File: src/rtl/zigzag_buffer.sv
// -----------------------------------------------------------------------------
// zigzag_buffer
// Ping-pong reorder buffer between a DCT and an entropy coder. Coefficients
// arrive in raster order (row-major, 0..63) and leave in JPEG zigzag order.
// Two 64-entry banks let one block fill while the other drains, so a
// continuous input stream is sustained at one sample per cycle when the
// consumer keeps up.
//
// Ports
//   clk        clock, rising edge
//   rst        asynchronous, active-high reset
//   y          input coefficient, raster order
//   valid      y carries a new coefficient this cycle (no backpressure)
//   out_data   coefficient in zigzag order (0 while out_valid is low)
//   out_valid  out_data holds a coefficient
//   out_ready  consumer accepts out_data this cycle
//   out_last   out_data is the final coefficient of the block
//   overflow   sticky: an input sample was dropped because no bank was free
//
// Bank states
//   state   | meaning
//   EMPTY   | free, no samples written yet
//   FILLING | write side is part-way through a block
//   FULL    | complete block, owned by the read side until drained
// -----------------------------------------------------------------------------
module zigzag_buffer #(
    parameter int DATA_WIDTH  = 8,
    parameter int BLOCK_DEPTH = 64
) (
    input  logic                  clk,
    input  logic                  rst,
    input  logic [DATA_WIDTH-1:0] y,
    input  logic                  valid,
    output logic [DATA_WIDTH-1:0] out_data,
    output logic                  out_valid,
    input  logic                  out_ready,
    output logic                  out_last,
    output logic                  overflow
);

    localparam int CNT_W = $clog2(BLOCK_DEPTH);
    localparam logic [CNT_W-1:0] CNT_MAX = CNT_W'(BLOCK_DEPTH - 1);

    typedef enum logic [1:0] {
        EMPTY   = 2'd0,
        FILLING = 2'd1,
        FULL    = 2'd2
    } bank_state_t;

    // Zigzag position -> raster index
    localparam logic [CNT_W-1:0] ZZ [64] = '{
         0,  1,  8, 16,  9,  2,  3, 10,
        17, 24, 32, 25, 18, 11,  4,  5,
        12, 19, 26, 33, 40, 48, 41, 34,
        27, 20, 13,  6,  7, 14, 21, 28,
        35, 42, 49, 56, 57, 50, 43, 36,
        29, 22, 15, 23, 30, 37, 44, 51,
        58, 59, 52, 45, 38, 31, 39, 46,
        53, 60, 61, 54, 47, 55, 62, 63
    };

    logic [DATA_WIDTH-1:0] mem [2*BLOCK_DEPTH];

    bank_state_t      bank_st   [2];
    bank_state_t      bank_st_n [2];
    logic             wr_bank, wr_bank_n;
    logic             rd_bank, rd_bank_n;
    logic [CNT_W-1:0] wr_cnt,  wr_cnt_n;
    logic [CNT_W-1:0] rd_cnt,  rd_cnt_n;
    logic             overflow_n;

    logic wr_accept;
    logic wr_drop;
    logic rd_xfer;

    assign wr_accept = valid && (bank_st[wr_bank] != FULL);
    assign wr_drop   = valid && (bank_st[wr_bank] == FULL);
    assign rd_xfer   = out_valid && out_ready;

    always_ff @(posedge clk or posedge rst) begin
        if (rst) begin
            bank_st[0] <= EMPTY;
            bank_st[1] <= EMPTY;
            wr_bank    <= 1'b0;
            rd_bank    <= 1'b0;
            wr_cnt     <= '0;
            rd_cnt     <= '0;
            overflow   <= 1'b0;
        end else begin
            bank_st[0] <= bank_st_n[0];
            bank_st[1] <= bank_st_n[1];
            wr_bank    <= wr_bank_n;
            rd_bank    <= rd_bank_n;
            wr_cnt     <= wr_cnt_n;
            rd_cnt     <= rd_cnt_n;
            overflow   <= overflow_n;
        end
    end

    // A read only happens from a FULL bank and a write only into a non-FULL
    // bank, so the two sides never touch the same bank in one cycle and both
    // updates can be applied independently.
    always_comb begin
        bank_st_n[0] = bank_st[0];
        bank_st_n[1] = bank_st[1];
        wr_bank_n    = wr_bank;
        rd_bank_n    = rd_bank;
        wr_cnt_n     = wr_cnt;
        rd_cnt_n     = rd_cnt;
        overflow_n   = overflow | wr_drop;

        if (wr_accept) begin
            wr_cnt_n = wr_cnt + 1'b1;
            if (wr_cnt == CNT_MAX) begin
                bank_st_n[wr_bank] = FULL;
                wr_bank_n          = ~wr_bank;
            end else begin
                bank_st_n[wr_bank] = FILLING;
            end
        end

        if (rd_xfer) begin
            rd_cnt_n = rd_cnt + 1'b1;
            if (rd_cnt == CNT_MAX) begin
                bank_st_n[rd_bank] = EMPTY;
                rd_bank_n          = ~rd_bank;
            end
        end
    end

    // Storage is not reset; stale contents are hidden by gating out_data.
    always_ff @(posedge clk) begin
        if (wr_accept) begin
            mem[{wr_bank, wr_cnt}] <= y;
        end
    end

    assign out_valid = (bank_st[rd_bank] == FULL);
    assign out_last  = out_valid && (rd_cnt == CNT_MAX);
    assign out_data  = out_valid ? mem[{rd_bank, ZZ[rd_cnt]}] : '0;

endmodule

File: config.mk
export PLATFORM = sky130hd
export DESIGN_NAME = zigzag_buffer
export DESIGN_NICKNAME = d
export VERILOG_FILES = /design/src/rtl/zigzag_buffer.sv
export SDC_FILE = /design/constraint.sdc
export NUM_CORES = 1
export LEC_CHECK = 0
export CAP_MARGIN = 30
export CORE_AREA = 2 2 241 290
export CTS_CLUSTER_SIZE = 8
export DETAILED_ROUTE_END_ITERATION = 7
export DIE_AREA = 0 0 243 292
export HOLD_SLACK_MARGIN = 0.03
export PLACE_DENSITY_LB_ADDON = 0.08
export REMOVE_ABC_BUFFERS = 1
export SYNTH_ARGS = -nofsm -noshare
export SYNTH_HDL_FRONTEND = slang
export SYNTH_SLANG_ARGS = --single-unit
File: constraint.sdc
create_clock -name clk -period 6.5 [get_ports clk]
set_input_delay 1.625 -clock clk [delete_from_list [all_inputs] [get_ports clk]]
set_output_delay 1.625 -clock clk [all_outputs]
set_load 0.1 [all_outputs]
# After elaboration in Yosys (flattened, before gate mapping)
# Memory sizes are Yosys's and may differ from the RTL's.
# Index checks and enable logic that the tools add are counted.
# Widths: inputs -> output; s select.
[totals]
reg_bits = 19
mem_bits_rw = 1024
romBits = 384
in_bits = 12
output_inout_bits = 11
memories = 2
[memory_table]
columns = ["name", "depth", "word_bits", "rd", "rd_clocked_by_memory_dff", "write_ports", "line", "source"]
rows = [
  ["mem", 128, 8, 1, 0, 1, "62", "logic [DATA_WIDTH-1:0] mem [2*BLOCK_DEPTH];"],
  ["(no name shown)", 64, 6, 1, 0, 0, "140", "assign out_data = out_valid ? mem[{rd_bank, ZZ[rd_cnt]}] : '0;"],
]
[classes]
addsub = 2
magnitude_cmp = 5
eq_ne = 5
muxes = 19
bitwise = 14
n_reduce_logical = 8
[op_table]
columns = ["cell", "n"]
rows = [
  ["$mux 2", 8],
  ["$mux 4", 4],
  ["$add 6x1->6 const B", 2],
  ["$eq 6x6->1 const B", 2],
  ["$mux 6", 2],
  ["$mux 8", 1],
  ["$ge 7x7->1 const B", 1],
  ["$not 6->7", 1],
  ["$logic_and 1x1->1", 6],
  ["$and 2x2->2", 2],
  ["$and 4x4->4", 1],
  ["$demux 2 s1", 2],
  ["$eq 2x2->1 const B", 2],
  ["$ge 2x2->1 const B", 2],
  ["$lt 2x1->1 const B", 2],
  ["$not 1->2", 2],
  ["$not 2->2", 2],
  ["$not 4->4", 1],
  ["$or 2x2->2", 2],
  ["$reduce_and 2->1", 2],
  ["$mux 1", 2],
  ["$ne 2x2->1 const B", 1],
  ["$not 1->1", 2],
  ["$or 1x1->1", 1],
]

# Logic depth before layout (Yosys ltp)
[logic_depth]
depth_word = 12
ltp_mapped = 18
mapped_depth_nobuf = 13

# Worst setup path after synthesis
# OpenSTA, ideal clock, no wires.
[synth_timing]
path_type = "register to output"
start = "register rd_cnt[0]"
end = "output port out_data[1]"
t_arrival_ps = 6388
t_required_ps = 4875
setup_slack_ps = -1513
path_stages_with_launch = 15
path_buffers = 4
cell_sequence = "dfrtp_1 > buf_4 > inv_1 > ha_1 > or2_2 > a21oi_1 > nor4b_2 > nor2_1 > clkbuf_1 > clkbuf_1 > clkbuf_1 > nand2_1 > nand3_1 > nand3_1 > o311ai_0"
[synth_between]
elab_chain_cells = 6
[synth_rtl]
columns = ["item", "line", "source"]
rows = [
  ["start: declaration", "69", "logic [CNT_W-1:0] rd_cnt, rd_cnt_n;"],
  ["start signal: assignment", "95", "rd_cnt <= rd_cnt_n;"],
  ["$not 6->7 (implied by the code)", "140", ""],
  ["$mem_v2 64x6", "-", ""],
  ["$mux 6 (implied by the code) (2 in series)", "140", ""],
  ["$mem_v2 128x8", "-", ""],
  ["$mux 8", "140", ""],
  ["end: declaration", "34", "output logic [DATA_WIDTH-1:0] out_data,"],
]
# Every way passes these cells. The select of a mux whose other input is x is not followed.

# Final worst setup path
[layout_timing]
start = "register rd_cnt[0]"
end = "output port out_data[2]"
# The elaborated chain is that of the path after synthesis.

==> summary.md <==
| Metric | Value |
|---|---|
| HP Class | `reg2reg` |
| Core Area | `around 68000 um^2` |
| Fin util | `0.731` |
| Skew final | `~0.023 ns` |
| Synthesis-stage register bit count | `~1000` |
| PD cells | `approximately 310 nW/um^2` |
| Fillcell total | `between 4000 and 5000` |
| Tcrit/Tclk final | `0.999` |
| Area Growth Syn to Fin | `17.1%` |
| Worst endpoint required time | `between 4 and 5 ns` |
| GR Layer Usage met3 | `0.0707` |
| Critical path endpoint category | `output pin` |
| Worst r2r path cells | `4` |
| Gr usage total | `0.341` |
| Largest net degree at the start of global routing | `83` |
| Clock Tree Root | `clkbuf_16` |
| Layout Cells excl Fill | `roughly 4300` |
| Pre-CTS WS | `-0.251 ns` |
| Status | `completed` |
| Vias in the first global route | `~27000` |
| Beginning of the critical path | `rd_cnt[0]` |
| CP Data Arrival Time | `approximately 4.9 ns` |
| RePlAce Congestion | `0.932` |
| Clock Path Buffers | `3` |
| FF-to-FF Start | `wr_bank` |
| Critical path type | `reg2out` |
| Max_slew headroom | `0.260` |
| Sequential fraction of the synthesis area | `0.735` |
| # placed instances | `about 4000` |
| CP Cell Sequence | `clkinv_4 > ha_4 > xnor2_4 > mux2_4 > a221oi_4 > buf_4 > or2_4 > buf_4 > buf_4 > mux2i_1 > o221ai_1 > a31oi_1 > nand2_1 > nand3_1 > nand4_1 > buf_12` |
| Syn Inst Count | `around 3100` |
| Worst setup path end | `out_data[2]` |
| First-pass GRT wire length | `about 180000 um` |
| Critical Path Fanout Max | `7` |
| Leak | `16.6 nW` |
| Total number of vias | `around 28000` |
| Die height | `292 um` |
| FMAX | `around 0.15 GHz` |
| # DRC | `0` |
| Largest stage delay, worst path | `between 0.4 and 0.5 ns` |
| Starting Density | `0.624` |
| Vias per cell | `about 6.6` |
| Predominant post-synthesis flop cell | `edfxtp_1` |
| Overall power | `about 15 mW` |
| Layout cell share with drive strength beyond 1 | `0.158` |
| Initial antenna violation count | `3` |
| Clk_lat worst skew | `about 0.73 ns` |
| Pins Over Slew Limit | `0` |
| Max H-tree Level | `4` |
| Final net count | `between 3000 and 4000` |
| CP dominant cell by count | `buf_4` |
| CTS Buf Count | `between 100 and 150` |
| Top post-synthesis cells by area | `edfxtp_1 72%, nand2_1 6.6%, nand3_1 3.2%` |
| WL final | `about 120000 um` |
| Minimum hold slack | `around 0.46 ns` |
| Setup ws final | `0.00712 ns` |
| Die width | `approximately 240 um` |
| Worst-path clk slew | `about 0.05 ns` |
| Clock tree from TritonCTS | `built` |
| CTS Sinks | `approximately 1000` |
| Post-synth top area share | `0.724` |
| Setup TNS | `0 ns` |
| Post-placement cell area | `roughly 44000 um^2` |
| Wire per inst | `about 29 um` |
| Most common cell in the netlist | `edfxtp_1` |
| First-pass detailed-route iteration total | `6` |
| Std cell rows | `approximately 110` |
| Synth cell types | `between 70 and 80` |
| Cell accounting for the most synthesized area | `edfxtp_1` |
| Ys async rst share | `0.0182` |
| Grt ovf | `0` |
| RSZ-0062 raised after global routing | `true` |
| Finish-stage setup viols | `0` |
| I/O Pins | `23` |
| Max_cap viols | `0` |
| Die area | `~71000 um^2` |
| Worst-Margin Slew | `1.11 ns` |
| Drt initial violations | `around 3400` |
| FF-to-FF setup slack | `2.80 ns` |
| Worst vdd ir | `0.305 mV` |
| Reg2reg end | `mem[115][5]` |
| Mapped Area | `42500 um^2` |
| Synth Warn # | `0` |
| Synthesized area per cell | `around 14 um^2` |
| Final Hold Viols | `0` |
| GR Layer Usage met2 | `0.541` |
| Final Cell Area | `between 40000 and 50000 um^2` |
| Top cells by count, synth | `1024 x edfxtp_1, 745 x nand2_1, 272 x nand3_1` |
| Final Critical Period | `between 6 and 7 ns` |
| Routed Antenna Nets | `0` |
| Grt met1 use | `0.455` |
| IO buf count | `22` |
| EDFF count, synth | `between 1000 and 1500` |
| Startpoint types | `flop` |
| DP HPWL | `approximately 71000 um` |
| # hold bufs at CTS | `0` |
| Gr busiest metal | `met2` |
| Max stage delay cell, worst path | `dfrtp_2` |
worst max-delay path: cells and delay by family (launching register included):
family | cells | cell delay, ns
buffers and inverters | 5 | 0.94
and+or+nand+nor | 4 | 0.91
AOI/OAI and AO/OA | 3 | 0.85
muxes | 2 | 0.55
DFF | 1 | 0.42
adders and majority gates | 1 | 0.34
xor gates and xnor gates | 1 | 0.10
sequential cells by signal, indices dropped and copies added (netlist names):
| register | flops |
|---|---|
| mem | 1024 |
| rd_cnt | 6 |
| wr_cnt | 6 |
| bank_st | 4 |
| overflow | 1 |
| rd_bank | 1 |
| wr_bank | 1 |
final cells by class:
| class | instances | area (um^2) | share of cell area |
|---|---|---|---|
| inverter | 13 | 56.3 | 0.00113 |
| multi-input combinational | 1863 | 10700 | 0.214 |
| sequential | 1043 | 31200 | 0.628 |
| clock inverter | 9 | 136 | 0.00274 |
| antenna | 1 | 2.50 | 0.0000503 |
| clock buffer | 157 | 3840 | 0.0773 |
| tap | 909 | 1140 | 0.0229 |
| timing repair buffer | 255 | 2660 | 0.0534 |
logic make-up (layout without fill, tap and decap cells):
group,count (synthesis),in the layout,synth area share
flip-flops,1043,1043,0.735
adder cells (fa/ha/maj),16,16,0.00471
AND/OR/NAND/NOR,1333,1335,0.135
multiplexers,154,154,0.0423
XOR/XNOR,12,12,0.00247
other,0,1,0
buffers and inverters,195,434,0.0244
AO/OA/AOI/OAI,345,346,0.0557
cells in the final DEF (no fill, tap or decap), types with 19 or more instances in the layout:
master,count
mux4_2,19
a31oi_1,19
nand3_1,264
o22ai_1,29
a32oi_1,24
and3_1,20
buf_12,42
nand4_1,43
edfxtp_1,1024
buf_6,21
mux2i_1,126
clkbuf_16,156
a21oi_1,123
buf_4,177
nor2_1,164
nand2_1,743
worst min-delay path by stage:
stage / endpoint / cells after the start / slack [ns] / startpoint
floorplan: bank_st[2] / 1 / 0.47 / bank_st[2]
global placement: overflow / 1 / 0.44 / overflow
detailed placement: overflow / 1 / 0.46 / overflow
CTS: overflow / 1 / 0.47 / overflow
global route: overflow / 1 / 0.50 / overflow
finish: overflow / 1 / 0.46 / overflow
power breakdown:
part           leakage [nW]  switching (mW)  internal [mW]
Combinational          5.20           0.660          0.168
Clock                  1.95            2.64           4.12
Sequential             9.44          0.0744           7.56
per-layer routing:
layer | vias to the layer above | part of all wire | routed length, um
met3 | 369 | 0.11 | 13600
met5 | - | 0.00022 | 27
met2 | 1957 | 0.47 | 57500
li1 | 12000 | - | -
met4 | 4 | 0.055 | 6680
met1 | 13900 | 0.36 | 43700
repair_timing:
item                                    in CTS  in global routing
setup buffers                               24                 54
cloned                                       4                  5
pin swaps                                   14                 26
gates resized for setup                     45                 66
endpoints found under the setup margin       8                  8
Power figures use the tool's default switching activity.
